### src/rtl/aes_reg_pkg.sv
// ---------------------------------------------------------------------------
// aes_reg_pkg
// Shared definitions for the AES256 block/word register pair (4-to-16 input
// collector and 16-to-4 output serializer).
//   NBYTES : bytes per block
//   NWORD  : bytes per host word
//   DW     : bits per byte
//   byte_t / word_t / block_t : packed byte containers, element 0 = byte 0
//   ser_state_t : serializer state (EMPTY, SEND)
// ---------------------------------------------------------------------------
package aes_reg_pkg;

  localparam int NBYTES = 16;
  localparam int NWORD  = 4;
  localparam int DW     = 8;
  localparam int NWORDS = NBYTES / NWORD;
  localparam int CW     = $clog2(NWORDS);

  typedef logic [DW-1:0]      byte_t;
  typedef byte_t [NWORD-1:0]  word_t;
  typedef byte_t [NBYTES-1:0] block_t;

  typedef enum logic {
    EMPTY = 1'b0,
    SEND  = 1'b1
  } ser_state_t;

endpackage

### src/rtl/mod_reg16_16to4.sv
// ---------------------------------------------------------------------------
// mod_reg16_16to4
// Output serializer of the AES256 core. Captures a finished 16-byte block in
// one cycle and emits it as four 4-byte words over a valid/ready handshake.
// Word k, byte j carries block byte 4k+j.
// Ports:
//   clk       : rising-edge clock
//   reset     : asynchronous, active-high reset
//   wr_en     : load strobe ("block done") from the core
//   i         : block to capture
//   rd_en     : consumer ready; transfer = o_valid && rd_en at a rising edge
//   o         : current output word (registered)
//   o_valid   : o holds a valid word
//   o_last    : o is the final word of the block (qualified by o_valid)
//   reg_empty : no block held, a load will be accepted
//   wr_err    : one-cycle pulse when a load is dropped because a block is
//               still being sent
// ---------------------------------------------------------------------------
module mod_reg16_16to4
  import aes_reg_pkg::*;
(
  input  logic   clk,
  input  logic   reset,
  input  logic   wr_en,
  input  block_t i,
  input  logic   rd_en,
  output word_t  o,
  output logic   o_valid,
  output logic   o_last,
  output logic   reg_empty,
  output logic   wr_err
);

  ser_state_t      state_q, state_d;
  logic [CW-1:0]   cnt_q, cnt_d;
  block_t          buf_q, buf_d;
  word_t           o_q, o_d;
  logic            o_valid_q, o_valid_d;
  logic            o_last_q, o_last_d;
  logic            reg_empty_q, reg_empty_d;
  logic            wr_err_q, wr_err_d;

  logic            transfer;
  logic            last_word;
  logic [CW-1:0]   cnt_inc;
  logic [CW+1:0]   next_base;

  assign transfer  = o_valid_q && rd_en;
  assign last_word = (cnt_q == CW'(NWORDS - 1));
  assign cnt_inc   = cnt_q + CW'(1);
  // Byte offset of the next word inside the buffer (counter * NWORD).
  assign next_base = {cnt_inc, 2'b00};

  // Next-state and output computation. Every register holds unless a load
  // or a transfer says otherwise; wr_err defaults low so it only pulses.
  always_comb begin
    state_d     = state_q;
    cnt_d       = cnt_q;
    buf_d       = buf_q;
    o_d         = o_q;
    o_valid_d   = o_valid_q;
    o_last_d    = o_last_q;
    reg_empty_d = reg_empty_q;
    wr_err_d    = 1'b0;

    unique case (state_q)
      EMPTY: begin
        o_valid_d = 1'b0;
        if (wr_en) begin
          buf_d       = i;
          cnt_d       = '0;
          o_d         = i[NWORD-1:0];
          o_valid_d   = 1'b1;
          o_last_d    = 1'b0;
          reg_empty_d = 1'b0;
          state_d     = SEND;
        end
      end

      SEND: begin
        if (transfer && last_word) begin
          if (wr_en) begin
            // Back-to-back load: first word of the new block follows the
            // last word of the old one with no bubble.
            buf_d    = i;
            cnt_d    = '0;
            o_d      = i[NWORD-1:0];
            o_last_d = 1'b0;
          end else begin
            // o keeps its last value; only the qualifiers drop.
            cnt_d       = '0;
            o_valid_d   = 1'b0;
            o_last_d    = 1'b0;
            reg_empty_d = 1'b1;
            state_d     = EMPTY;
          end
        end else begin
          if (transfer) begin
            cnt_d    = cnt_inc;
            o_d      = buf_q[next_base +: NWORD];
            o_last_d = (cnt_inc == CW'(NWORDS - 1));
          end
          // A load while the block is still draining is dropped.
          if (wr_en) begin
            wr_err_d = 1'b1;
          end
        end
      end

      default: begin
        state_d = EMPTY;
      end
    endcase
  end

  // State register; reset discards any partially sent block.
  always_ff @(posedge clk or posedge reset) begin
    if (reset) begin
      state_q     <= EMPTY;
      cnt_q       <= '0;
      buf_q       <= '0;
      o_q         <= '0;
      o_valid_q   <= 1'b0;
      o_last_q    <= 1'b0;
      reg_empty_q <= 1'b1;
      wr_err_q    <= 1'b0;
    end else begin
      state_q     <= state_d;
      cnt_q       <= cnt_d;
      buf_q       <= buf_d;
      o_q         <= o_d;
      o_valid_q   <= o_valid_d;
      o_last_q    <= o_last_d;
      reg_empty_q <= reg_empty_d;
      wr_err_q    <= wr_err_d;
    end
  end

  assign o         = o_q;
  assign o_valid   = o_valid_q;
  assign o_last    = o_last_q;
  assign reg_empty = reg_empty_q;
  assign wr_err    = wr_err_q;

endmodule

### config.mk
export PLATFORM = sky130hd
export DESIGN_NAME = mod_reg16_16to4
export DESIGN_NICKNAME = d
export VERILOG_FILES = /design/src/rtl/aes_reg_pkg.sv /design/src/rtl/mod_reg16_16to4.sv
export SDC_FILE = /design/constraint.sdc
export NUM_CORES = 1
export LEC_CHECK = 0
export ABC_CLOCK_PERIOD_IN_PS = 12500
export CAP_MARGIN = 20
export CELL_PAD_IN_SITES_DETAIL_PLACEMENT = 1
export CELL_PAD_IN_SITES_GLOBAL_PLACEMENT = 2
export CORE_MARGIN = 4
export CORE_UTILIZATION = 38
export DETAILED_ROUTE_END_ITERATION = 10
export GPL_TIMING_DRIVEN = 0
export PLACE_DENSITY = 0.94
export SETUP_SLACK_MARGIN = 0.5
export SLEW_MARGIN = 20
export SYNTH_ARGS = -nofsm -noshare
export SYNTH_HDL_FRONTEND = slang
export SYNTH_SLANG_ARGS = --single-unit
### constraint.sdc
create_clock -name clk -period 12.5 [get_ports clk]
set_clock_uncertainty 0.1 [all_clocks]
set_input_delay 2.5 -clock clk [delete_from_list [all_inputs] [get_ports clk]]
set_output_delay 2.5 -clock clk [all_outputs]
set_load 0.02 [all_outputs]
==> results.rst, run 1 <==
.. list-table::
   :header-rows: 1

   * - Metric
     - Value
   * - Worst-path fanout max
     - 3
   * - Cell with the largest stage delay on the worst path
     - sky130_fd_sc_hd__clkdlybuf4s50_1
   * - Crit path largest cell delay
     - around 0.63 ns
   * - Number of global-route vias before repair
     - around 5600
   * - Hold path startpoint
     - buf_q[79]
   * - Initial core utilization
     - slightly below 40%
   * - Clock root buffer
     - sky130_fd_sc_hd__clkbuf_16
   * - Share of final-layout standard cells stronger than drive strength 1
     - just under 40%
   * - Final sum of negative setup slack
     - 0 ns
   * - Number of design rule violations left after detail routing
     - 0
   * - R2R Path Start
     - cnt_q[0]
   * - Number of cells upsized or downsized after cts
     - 0
   * - Wirelength per Cell
     - approximately 22 microns
   * - Detailed-route wire length
     - between 20 and 25 mm
   * - Post-Syn Area per Cell
     - 16.2 sq um
   * - Total number of clock tree sinks
     - around 170
   * - Setup repair after global routing missed its margin
     - false
   * - Post-Place Setup Slack
     - 7.87 ns
   * - Worst-case hold path end point
     - buf_q[79]
   * - Leak
     - a little over 4 nW
   * - Clock tree from TritonCTS
     - yes
   * - Total of fill cells in the finished design
     - ~1800
   * - Count of final setup violators
     - 0
   * - Global-route wire length before repair
     - 31.8 mm
   * - Maximum level of the CTS H-tree
     - 4
   * - Number of cells on the worst reg-to-reg path
     - 9
   * - Worst-path clk slew
     - ~0.06 ns
   * - Hold bufs inserted after CTS
     - 0
   * - Antenna violations before repair
     - 1
   * - Endpoints failing hold
     - 0
   * - # rows
     - 50
   * - Area enclosed by the die boundary
     - roughly 0.022 sq mm
   * - Vias per cell
     - about 5.2
   * - Critical Path Stages
     - 1
   * - IO Pins
     - around 170
   * - Actual slew at the worst max-slew pin
     - ~0.64 ns
   * - Class of the worst hold path
     - reg -> reg
   * - Final Slew Violations
     - 0
   * - Arrival time of the worst setup path
     - 1.58 ns
   * - First element of the critical path
     - reg_empty
   * - Clock latency of the later-clocked register in the worst-skew pair
     - roughly 0.41 ns
   * - Crit path capture type
     - output port
   * - Post-synthesis cell area
     - 0.00737 sq mm
   * - Final Cycle Share
     - between 30% and 40%
   * - Highest clock rate
     - ~240 MHz
   * - HPWL after detailed placement
     - approximately 15 mm
   * - # diodes
     - 0
   * - Power Total
     - between 2 and 2.5 mW
   * - Syn-to-layout area delta
     - 35.3%
   * - Maximum Capacitance Violations
     - 0
   * - Buffers added on ports
     - about 170
   * - Count of cell types in the netlist
     - 31
   * - Number of nets still failing antenna checks after routing
     - 0
   * - Aggregate global routing overflow
     - 0
   * - Total power density per cell area
     - ~250 mW/mm^2
   * - Synthesized flop and latch total
     - between 150 and 200
   * - Sequential-to-total area share from yosys stat
     - a little under three fifths
   * - Number of buffers inserted during clock tree synthesis
     - 17
   * - DRT iter0 DRCs
     - roughly 220
   * - Required time at the worst-slack endpoint
     - 9.90 ns
   * - Worst path top cell family by delay
     - buffers and inverters
   * - Post-layout nets
     - between 700 and 800
   * - Type of origin of the critical path
     - flop
   * - Horiz. Die Dim
     - roughly 150 microns
   * - Share of async-settable or async-resettable flops after synthesis
     - between 90% and 100%
   * - All-Layer GR Usage
     - 19.1%
   * - Number of enable-type register cells in the synthesized netlist
     - 0
   * - Min Clock Period, post-route
     - between 4 and 5 ns
   * - TritonRoute pass-1 iters
     - 4
   * - Post-synthesis net count
     - between 500 and 600
   * - Worst hold path depth
     - 1
   * - Max clock buf depth
     - 2
   * - Top FF cell, synth
     - sky130_fd_sc_hd__dfrtp_1
   * - Synthesis warning total
     - 0
   * - Relative slew slack
     - about 57%
   * - Endpoint of the lowest-slack register-to-register path
     - o[20]
   * - Worst supply voltage drop on vdd
     - slightly above 0.1 mV
   * - Largest net degree at the start of global routing
     - 94
   * - Gate count after technology mapping
     - between 400 and 500
   * - Postcts setup bufs
     - 0
   * - Worst setup slack for register-to-register paths
     - 9.73 ns
   * - Die Y
     - about 150 microns
   * - GP Congestion
     - 0.772
   * - Type of the setup path with the least slack
     - reg -> out
   * - Least setup slack across all paths after layout
     - approximately 8.3 ns
   * - Cells along the critical path
     - clkdlybuf4s50_1
   * - Via count
     - 4743
   * - Number of buffers and inverters on the critical path
     - 1
   * - Standard cell core area
     - approximately 0.019 sq mm
   * - Outcome
     - complete, no violations
-- routing by layer --
metal	share of wire (%)	GRT usage, %
met1	44	24.9
met2	51	32.8
met3	3.9	4.57
met4	0.88	3.77
met5	0.035	0
-- cell usage in the layout, fill, tap and decap left out, types with 2 or more instances in the layout --
cell	n
sky130_fd_sc_hd__buf_2	9
sky130_fd_sc_hd__buf_4	6
sky130_fd_sc_hd__mux2_2	128
sky130_fd_sc_hd__or2_0	26
sky130_fd_sc_hd__clkdlybuf4s50_1	167
sky130_fd_sc_hd__o21ai_0	4
sky130_fd_sc_hd__inv_1	4
sky130_fd_sc_hd__o221a_2	31
sky130_fd_sc_hd__mux2i_1	3
sky130_fd_sc_hd__mux4_1	2
sky130_fd_sc_hd__buf_6	8
sky130_fd_sc_hd__clkbuf_1	9
sky130_fd_sc_hd__ha_1	2
sky130_fd_sc_hd__buf_12	2
sky130_fd_sc_hd__nor2_1	4
sky130_fd_sc_hd__a21oi_1	2
sky130_fd_sc_hd__nand2_1	5
sky130_fd_sc_hd__clkinv_2	2
sky130_fd_sc_hd__mux4_2	30
sky130_fd_sc_hd__or2_2	5
sky130_fd_sc_hd__clkbuf_8	5
sky130_fd_sc_hd__dfrtp_1	166
sky130_fd_sc_hd__clkbuf_16	17
-- through the flow --
stage                     instance area [sq um]  utilization, %  hold WS (ns)  instances
final                                      9970            52.8         0.401        915
after detailed placement                   9400            49.7         0.393        884
after global placement                     9360            49.6         0.382        883
after global routing                       9970            52.8         0.419        915
after floorplan                            7370               -         0.371        456
after CTS                                  9970            52.8         0.405        915
-- Yosys cell counts, types with 2 or more instances --
| library cell | count | area share, % |
|---|---|---|
| sky130_fd_sc_hd__dfrtp_1 | 166 | 56 |
| sky130_fd_sc_hd__mux2_2 | 128 | 20 |
| sky130_fd_sc_hd__o221a_2 | 31 | 4.7 |
| sky130_fd_sc_hd__mux4_2 | 30 | 9.2 |
| sky130_fd_sc_hd__or2_0 | 26 | 2.2 |
| sky130_fd_sc_hd__buf_2 | 9 | 0.61 |
| sky130_fd_sc_hd__buf_6 | 8 | 1.2 |
| sky130_fd_sc_hd__buf_4 | 6 | 0.61 |
| sky130_fd_sc_hd__clkbuf_1 | 6 | 0.31 |
| sky130_fd_sc_hd__inv_1 | 5 | 0.25 |
| sky130_fd_sc_hd__nand2_1 | 5 | 0.25 |
| sky130_fd_sc_hd__or2_2 | 5 | 0.42 |
| sky130_fd_sc_hd__nor2_1 | 4 | 0.20 |
| sky130_fd_sc_hd__o21ai_0 | 4 | 0.27 |
| sky130_fd_sc_hd__mux2i_1 | 3 | 0.41 |
| sky130_fd_sc_hd__a21oi_1 | 2 | 0.14 |
| sky130_fd_sc_hd__buf_12 | 2 | 0.54 |
| sky130_fd_sc_hd__ha_1 | 2 | 0.34 |
| sky130_fd_sc_hd__mux4_1 | 2 | 0.71 |
-- flip-flops by register name (all words and copies together) (netlist names) --
register / cells
o_valid: 1
cnt_q: 2
reg_empty: 1
buf_q: 128
o: 32
o_last: 1
state_q: 1
wr_err: 1
-- logic make-up after synthesis --
logic type               after synthesis  share of synthesized area (%)
buffers and inverters                 36                           3.55
multiplexers                         163                           29.9
AND/OR/NAND/NOR                       44                           3.45
adder cells (fa/ha/maj)                2                          0.340
AO/OA/AOI/OAI                         44                           6.05
flip-flops                           167                           56.8
-- report_power, final --
group          switching (mW)  internal [mW]
clock network           0.207          0.301
registers               0.153          0.808
logic                   0.404          0.610
-- final cells by class --
class                   count  area (sq um)  share of cell area (%)
multi-input cells         253          2920                    29.3
repair buffers            168          1700                    17.0
clock inverters             6          65.1                   0.653
plain buffers              31           243                    2.44
clock buffers              25           505                    5.07
inverters                   5          26.3                   0.264
flip-flops and latches    167          4180                    41.9
well taps                 260           325                    3.26
-- worst max-delay path by stage --
stage | end | slack, ns
after CTS | reg_empty | 8.30
after global placement | buf_q[66] | 3.38
after detailed placement | buf_q[57] | 7.87
final | reg_empty | 8.32
after global routing | buf_q[93] | 8.23
after floorplan | buf_q[0] | 5.38
No activity file was read; power rests on OpenSTA's default activity.
==> run 2, diff against run 1 <==
Settings changed: ABC_CLOCK_PERIOD_IN_PS 12500 to 4300, CORE_UTILIZATION 38 to 35, PLACE_DENSITY 0.94 to 0.88.
Clock period 12.5 ns to 4.3 ns, I/O delays scaled along.
==> results.rst, run 2 (same netlist as run 1, synthesis figures left out) <==
.. list-table::
   :header-rows: 1

   * - Metric
     - Value
   * - Final Slew Violations
     - 0 (unchanged)
   * - Required time at the worst-slack endpoint
     - 4.52 ns (was 9.90 ns)
   * - Arrival time of the worst setup path
     - 3.04 ns (was 1.58 ns)
   * - # rows
     - 52 (was 50)
   * - Post-layout nets
     - 781 (was 777)
   * - Most common library cell in the layout ignoring fill and taps
     - sky130_fd_sc_hd__clkdlybuf4s50_1 (unchanged)
   * - GP Congestion
     - 0.805 (was 0.772)
   * - Count of final setup violators
     - 0 (unchanged)
   * - Global-route wire length before repair
     - 33.0 mm (was 31.8 mm)
   * - Setup repair after global routing missed its margin
     - false (unchanged)
   * - Relative slew slack
     - 52.2% (was 57.2%)
   * - Postcts setup bufs
     - 0 (unchanged)
   * - Standard cell core area
     - 0.0205 sq mm (was 0.0189 sq mm)
   * - Number of cells on the worst reg-to-reg path
     - 9 (unchanged)
   * - Class of the worst hold path
     - reg -> reg (unchanged)
   * - Post-Place Setup Slack
     - 1.32 ns (was 7.87 ns)
   * - Worst-path fanout max
     - 10 (was 3)
   * - Aggregate global routing overflow
     - 0 (unchanged)
   * - Detailed-route wire length
     - 21.1 mm (was 20.2 mm)
   * - Number of global-route vias before repair
     - 5578 (was 5561)
   * - Share of final-layout standard cells stronger than drive strength 1
     - 39.2% (was 38.5%)
   * - Number of cells upsized or downsized after cts
     - 0 (unchanged)
   * - Final sum of negative setup slack
     - 0 ns (unchanged)
   * - Antenna violations before repair
     - 1 (unchanged)
   * - IO Pins
     - 168 (unchanged)
   * - Maximum level of the CTS H-tree
     - 4 (unchanged)
   * - Syn-to-layout area delta
     - 36.6% (was 35.3%)
   * - HPWL after detailed placement
     - 15.2 mm (was 14.8 mm)
   * - Die Y
     - 153 microns (was 147 microns)
   * - Number of nets still failing antenna checks after routing
     - 0 (unchanged)
   * - Actual slew at the worst max-slew pin
     - 0.718 ns (was 0.641 ns)
   * - Outcome
     - complete, no violations (unchanged)
   * - Type of the setup path with the least slack
     - reg -> reg (was reg -> out)
   * - Min Clock Period, post-route
     - approximately 2.8 ns
   * - Vias per cell
     - 5.15 (was 5.18)
   * - Horiz. Die Dim
     - 153 microns (was 147 microns)
   * - Commonest cells after routing, fill and taps aside
     - sky130_fd_sc_hd__clkdlybuf4s50_1, sky130_fd_sc_hd__dfrtp_1, sky130_fd_sc_hd__mux2_2, sky130_fd_sc_hd__o221a_2, sky130_fd_sc_hd__mux4_2 (unchanged)
   * - Initial core utilization
     - 35.9% (was 39.0%)
   * - Leak
     - 4.12 nW (was 4.09 nW)
   * - Maximum Capacitance Violations
     - 0 (unchanged)
   * - Buffers added on ports
     - 167 (unchanged)
   * - Final Cycle Share
     - 65.6%
   * - Crit path capture type
     - flop (was output port)
   * - Worst supply voltage drop on vdd
     - 0.272 mV (was 0.102 mV)
   * - Hold bufs inserted after CTS
     - 0 (unchanged)
   * - Area enclosed by the die boundary
     - 0.0234 sq mm (was 0.0217 sq mm)
   * - Total number of clock tree sinks
     - 167 (unchanged)
   * - Number of design rule violations left after detail routing
     - 0 (unchanged)
   * - Hold slack final
     - 0.402 ns (was 0.401 ns)
   * - DRT iter0 DRCs
     - 189 (was 222)
   * - Type of origin of the critical path
     - flop (unchanged)
   * - Biggest register
     - buf_q (unchanged)
   * - Clock tree from TritonCTS
     - yes (unchanged)
   * - Wirelength per Cell
     - 22.7 microns (was 22.1 microns)
   * - Via count
     - 4790 (was 4743)
   * - All-Layer GR Usage
     - 18.3% (was 19.1%)
   * - Total power density per cell area
     - 720 mW/mm^2 (was 249 mW/mm^2)
   * - Worst hold path depth
     - 1 (unchanged)
   * - Clock latency of the later-clocked register in the worst-skew pair
     - 0.43 ns (was 0.41 ns)
   * - Highest clock rate
     - 355 MHz
   * - Number of buffers inserted during clock tree synthesis
     - 17 (unchanged)
   * - Clock root buffer
     - sky130_fd_sc_hd__clkbuf_16 (unchanged)
   * - Largest register FFs
     - 128 (unchanged)
   * - # diodes
     - 0 (unchanged)
   * - Largest net degree at the start of global routing
     - 36 (was 94)
   * - Least setup slack across all paths after layout
     - 1.48 ns (was 8.32 ns)
   * - Worst-path clk slew
     - 0.07 ns (was 0.06 ns)
   * - Endpoints failing hold
     - 0 (unchanged)
   * - TritonRoute pass-1 iters
     - 4 (unchanged)
   * - Max clock buf depth
     - 2 (unchanged)
run 2: cell count changes in the layout (fill, tap and decap cells not counted), sizes merged:
cell,previous run,this run
inv,6,8
clkinvlp,1,3
buf,26,30
clkbuf,31,24
clkinv,3,7
run 2: final cells by class:
| cell class | instances | area [sq um] |
|---|---|---|
| well taps | 270 | 338 |
| clock inverters | 14 | 145 |
| plain buffers | 31 | 243 |
| multi-input cells | 253 | 2920 |
| clock buffers | 18 | 429 |
| inverters | 5 | 22.5 |
| fillers | 2013 | 10400 |
| flip-flops and latches | 167 | 4180 |
| repair buffers | 172 | 1780 |
run 2: layer usage:
metal	track usage [%]	part of all wire, %	vias up
li1	-	-	2100
met1	23.9	44	2515
met2	30.0	49	151
met3	5.68	6.1	22
met4	4.62	1.2	2
met5	0	0.038	-
run 2: path summary, 6_finish.rpt:
kind,from,end,slack [ns]
worst max-delay path,cnt_q[0],o[20],1.48
worst min-delay path,buf_q[103],buf_q[103],0.40
worst max register to register,cnt_q[0],o[20],1.48
worst min register to register,buf_q[103],buf_q[103],0.40
max in group asynchronous,reset,buf_q[100],2.56
min in group asynchronous,reset,buf_q[83],0.74
run 2: critical path: stages (launching register included):
cell                       delay [ns]
sky130_fd_sc_hd__dfrtp_1         0.37
sky130_fd_sc_hd__buf_6           0.19
sky130_fd_sc_hd__buf_6           0.20
sky130_fd_sc_hd__inv_1           0.06
sky130_fd_sc_hd__ha_1            0.27
sky130_fd_sc_hd__clkbuf_1        0.35
sky130_fd_sc_hd__buf_2           0.40
sky130_fd_sc_hd__mux4_2          0.34
sky130_fd_sc_hd__or2_2           0.30
sky130_fd_sc_hd__o221a_2         0.13
run 2: through the flow:
step | util, % | total power, mW | instance area [sq um] | std cells
finish | 49.1 | 7.25 | 10100 | 930
global route | 49.1 | 7.67 | 10100 | 930
CTS | 49.1 | 7.35 | 10100 | 930
detailed placement | 46.3 | 5.81 | 9490 | 898
global placement | 45.8 | 5.64 | 9380 | 893
floorplan | - | 4.72 | 7370 | 456
run 2: power breakdown:
part           total, mW  internal (mW)  switching, mW
Combinational       2.97           1.78           1.19
Sequential          2.79           2.35          0.442
Clock               1.49          0.813          0.678
Total               7.25           4.94           2.31
==> run 3, diff against run 2 <==
Settings changed: ABC_CLOCK_PERIOD_IN_PS 4300 to 2400, CORE_UTILIZATION 35 to 32, PLACE_DENSITY 0.88 to 0.85.
Clock period 4.3 ns to 2.4 ns, I/O delays scaled along.
==> results.rst, run 3 (same netlist as run 1, synthesis figures left out) <==
.. list-table::
   :header-rows: 1

   * - Metric
     - Value
   * - Outcome
     - complete, no violations (unchanged)
   * - Horiz. Die Dim
     - 160 microns (was 153 microns)
   * - Total number of clock tree sinks
     - 167 (unchanged)
   * - Relative contribution of the clock network to total power
     - 20.1% (was 20.6%)
   * - Number of cells on the worst reg-to-reg path
     - 9 (unchanged)
   * - Switching Fraction
     - 31.4% (was 31.9%)
   * - Leak
     - 4.30 nW (was 4.12 nW)
   * - Buffers added on ports
     - 167 (unchanged)
   * - TritonRoute pass-1 iters
     - 4 (unchanged)
   * - Most common library cell in the layout ignoring fill and taps
     - sky130_fd_sc_hd__dfrtp_1 (was sky130_fd_sc_hd__clkdlybuf4s50_1)
   * - Vias per cell
     - 5.05 (was 5.15)
   * - HPWL after detailed placement
     - 15.7 mm (was 15.2 mm)
   * - First element of the critical path
     - cnt_q[0] (unchanged)
   * - Max clock buf depth
     - 2 (unchanged)
   * - Power Total
     - 13.6 mW (was 7.25 mW)
   * - Initial core utilization
     - 32.5% (was 35.9%)
   * - Endpoints failing hold
     - 0 (unchanged)
   * - Relative contribution of sequential cells to total power
     - 36.7% (was 38.5%)
   * - Hold bufs inserted after CTS
     - 0 (unchanged)
   * - Internal Power
     - 9.35 mW (was 4.94 mW)
   * - Area enclosed by the die boundary
     - 0.0255 sq mm (was 0.0234 sq mm)
   * - Final Cycle Share
     - 87.2% (was 65.6%)
   * - Highest clock rate
     - 478 MHz (was 355 MHz)
   * - Maximum level of the CTS H-tree
     - 4 (unchanged)
   * - Core utilization of the finished layout
     - 46.0% (was 49.1%)
   * - Aggregate global routing overflow
     - 0 (unchanged)
   * - Largest net degree at the start of global routing
     - 36 (unchanged)
   * - Relative slew slack
     - 63.6% (was 52.2%)
   * - Termination of the worst setup path
     - o[2] (was o[20])
   * - Biggest register
     - buf_q (unchanged)
   * - Min Clock Period, post-route
     - 2.09 ns (was 2.82 ns)
   * - Number of buffers inserted during clock tree synthesis
     - 17 (unchanged)
   * - Class of the worst hold path
     - in -> async (was reg -> reg)
   * - Die Y
     - 160 microns (was 153 microns)
   * - Global-route wire length before repair
     - 34.9 mm (was 33.0 mm)
   * - Share of final-layout standard cells stronger than drive strength 1
     - 42.3% (was 39.2%)
   * - Net load switching power
     - 4.29 mW (was 2.31 mW)
   * - Syn-to-layout area delta
     - 41.3% (was 36.6%)
   * - Worst-path fanout max
     - 6 (was 10)
   * - Crit path capture type
     - flop (unchanged)
   * - # diodes
     - 0 (unchanged)
   * - Number of nets still failing antenna checks after routing
     - 0 (unchanged)
   * - IO Pins
     - 168 (unchanged)
   * - Worst supply voltage drop on vdd
     - 0.548 mV (was 0.272 mV)
   * - Wirelength per Cell
     - 23.3 microns (was 22.7 microns)
   * - DP Area
     - 0.00956 sq mm (was 0.00949 sq mm)
   * - Actual slew at the worst max-slew pin
     - 0.545 ns (was 0.718 ns)
   * - Final sum of negative setup slack
     - 0 ns (unchanged)
   * - Worst-path clk slew
     - 0.06 ns (was 0.07 ns)
   * - Commonest cells after routing, fill and taps aside
     - sky130_fd_sc_hd__dfrtp_1, sky130_fd_sc_hd__clkdlybuf4s50_1, sky130_fd_sc_hd__mux2_2, sky130_fd_sc_hd__dlygate4sd2_1, sky130_fd_sc_hd__mux4_2 (was sky130_fd_sc_hd__clkdlybuf4s50_1, sky130_fd_sc_hd__dfrtp_1, sky130_fd_sc_hd__mux2_2, sky130_fd_sc_hd__o221a_2, sky130_fd_sc_hd__mux4_2)
   * - Maximum Capacitance Violations
     - 0 (unchanged)
   * - Setup repair after global routing missed its margin
     - true (was false)
   * - DRT iter0 DRCs
     - 224 (was 189)
   * - Count of final setup violators
     - 0 (unchanged)
   * - # rows
     - 55 (was 52)
   * - Clock latency of the later-clocked register in the worst-skew pair
     - 0.43 ns (about the same)
   * - Worst setup slack for register-to-register paths
     - 0.31 ns (was 1.48 ns)
   * - Final Slew Violations
     - 0 (unchanged)
   * - Hold slack final
     - 0.356 ns (was 0.402 ns)
   * - Type of the setup path with the least slack
     - reg -> reg (unchanged)
   * - Largest register FFs
     - 128 (unchanged)
   * - GP Congestion
     - 0.764 (was 0.805)
   * - Required time at the worst-slack endpoint
     - 2.62 ns (was 4.52 ns)
   * - Standard cell core area
     - 0.0226 sq mm (was 0.0205 sq mm)
   * - Arrival time of the worst setup path
     - 2.31 ns (was 3.04 ns)
   * - Clock tree from TritonCTS
     - yes (unchanged)
   * - Post-layout nets
     - 792 (was 781)
   * - Final std cell area, no fill
     - 0.0104 sq mm (was 0.0101 sq mm)
   * - Antenna violations before repair
     - 1 (unchanged)
   * - Via count
     - 4829 (was 4790)
   * - R2R Path Start
     - cnt_q[0] (unchanged)
   * - Detailed-route wire length
     - 22.3 mm (was 21.1 mm)
   * - Type of origin of the critical path
     - flop (unchanged)
   * - All-Layer GR Usage
     - 17.9% (was 18.3%)
   * - Endpoint of the lowest-slack register-to-register path
     - o[2] (was o[20])
   * - Number of global-route vias before repair
     - 5720 (was 5578)
   * - Logic pwr share
     - 43.2% (was 40.9%)
   * - Clock root buffer
     - sky130_fd_sc_hd__clkbuf_16 (unchanged)
   * - Number of design rule violations left after detail routing
     - 0 (unchanged)
   * - Total power density per cell area
     - 1310 mW/mm^2 (was 720 mW/mm^2)
==> run 3: cell count changes in the layout (fill, tap and decap cells not counted), moves of 6 or more <==
cell	before	now
sky130_fd_sc_hd__buf_6	8	2
sky130_fd_sc_hd__dlygate4sd2_1	0	35
sky130_fd_sc_hd__buf_2	9	3
sky130_fd_sc_hd__clkdlybuf4s50_1	167	130
sky130_fd_sc_hd__buf_12	6	16
sky130_fd_sc_hd__clkbuf_2	0	6
sky130_fd_sc_hd__buf_8	0	9
==> run 3: power by group through the flow <==
| stage | clock network, mW | registers [mW] | logic (mW) |
|---|---|---|---|
| 2_1_floorplan | 0 | 5.10 | 3.53 |
| 3_3_place_gp | 0 | 4.94 | 5.37 |
| 3_5_place_dp | 0 | 5.04 | 5.59 |
| 4_1_cts | 2.82 | 5.01 | 5.87 |
| 5_1_grt | 2.94 | 5.17 | 6.33 |
| 6_report | 2.75 | 5.00 | 5.89 |
==> run 3: layout make-up <==
type,count,area [sq um]
inverters,5,25.0
clock buffers,21,450
repair buffers,183,1880
clock inverters,11,124
well taps,285,357
flip-flops and latches,167,4180
multi-input cells,253,2960
plain buffers,31,427
fillers,2223,12200
==> run 3: timing repair <==
item,CTS,global route
gates resized for setup,85,5
endpoints found under the setup margin,198,163
setup buffers,8,1
cloned,1,1
pin swaps,2,1
==> run 3: worst min path at each step <==
stage | from | end | slack [ns] | cells after the start
6_report | reset | o_valid | 0.36 | 2
5_1_grt | reset | o_valid | 0.39 | 2
4_1_cts | reset | o_valid | 0.36 | 2
3_5_place_dp | buf_q[62] | buf_q[62] | 0.39 | 1
3_3_place_gp | buf_q[12] | buf_q[12] | 0.38 | 1
2_1_floorplan | buf_q[17] | buf_q[17] | 0.37 | 1
==> run 3: layer usage <==
metal  up-vias  GRT usage [%]  part of all wire, %
met5         -              0                0.036
met4         2           4.38                  1.2
met3        19           4.36                  4.7
met2       128           30.6                   50
met1      2566           23.0                   44
li1       2114              -                    -
==> run 3: worst max-delay path: stages, from the launching register on <==
cell and delay [ns]:
sky130_fd_sc_hd__dfrtp_1 0.43, sky130_fd_sc_hd__buf_12 0.15, sky130_fd_sc_hd__buf_12 0.11, sky130_fd_sc_hd__inv_4 0.04, sky130_fd_sc_hd__ha_4 0.19, sky130_fd_sc_hd__clkbuf_16 0.17
sky130_fd_sc_hd__clkbuf_16 0.17, sky130_fd_sc_hd__mux4_2 0.27, sky130_fd_sc_hd__or2_0 0.22, sky130_fd_sc_hd__o221a_2 0.13
==> run 3: through the flow <==
stage               worst slack [ns]  cells
detailed placement            -0.286    913
floorplan                     -0.306    456
global route                   0.244    956
CTS                            0.317    954
finish                         0.307    956
global placement               -1.67    908
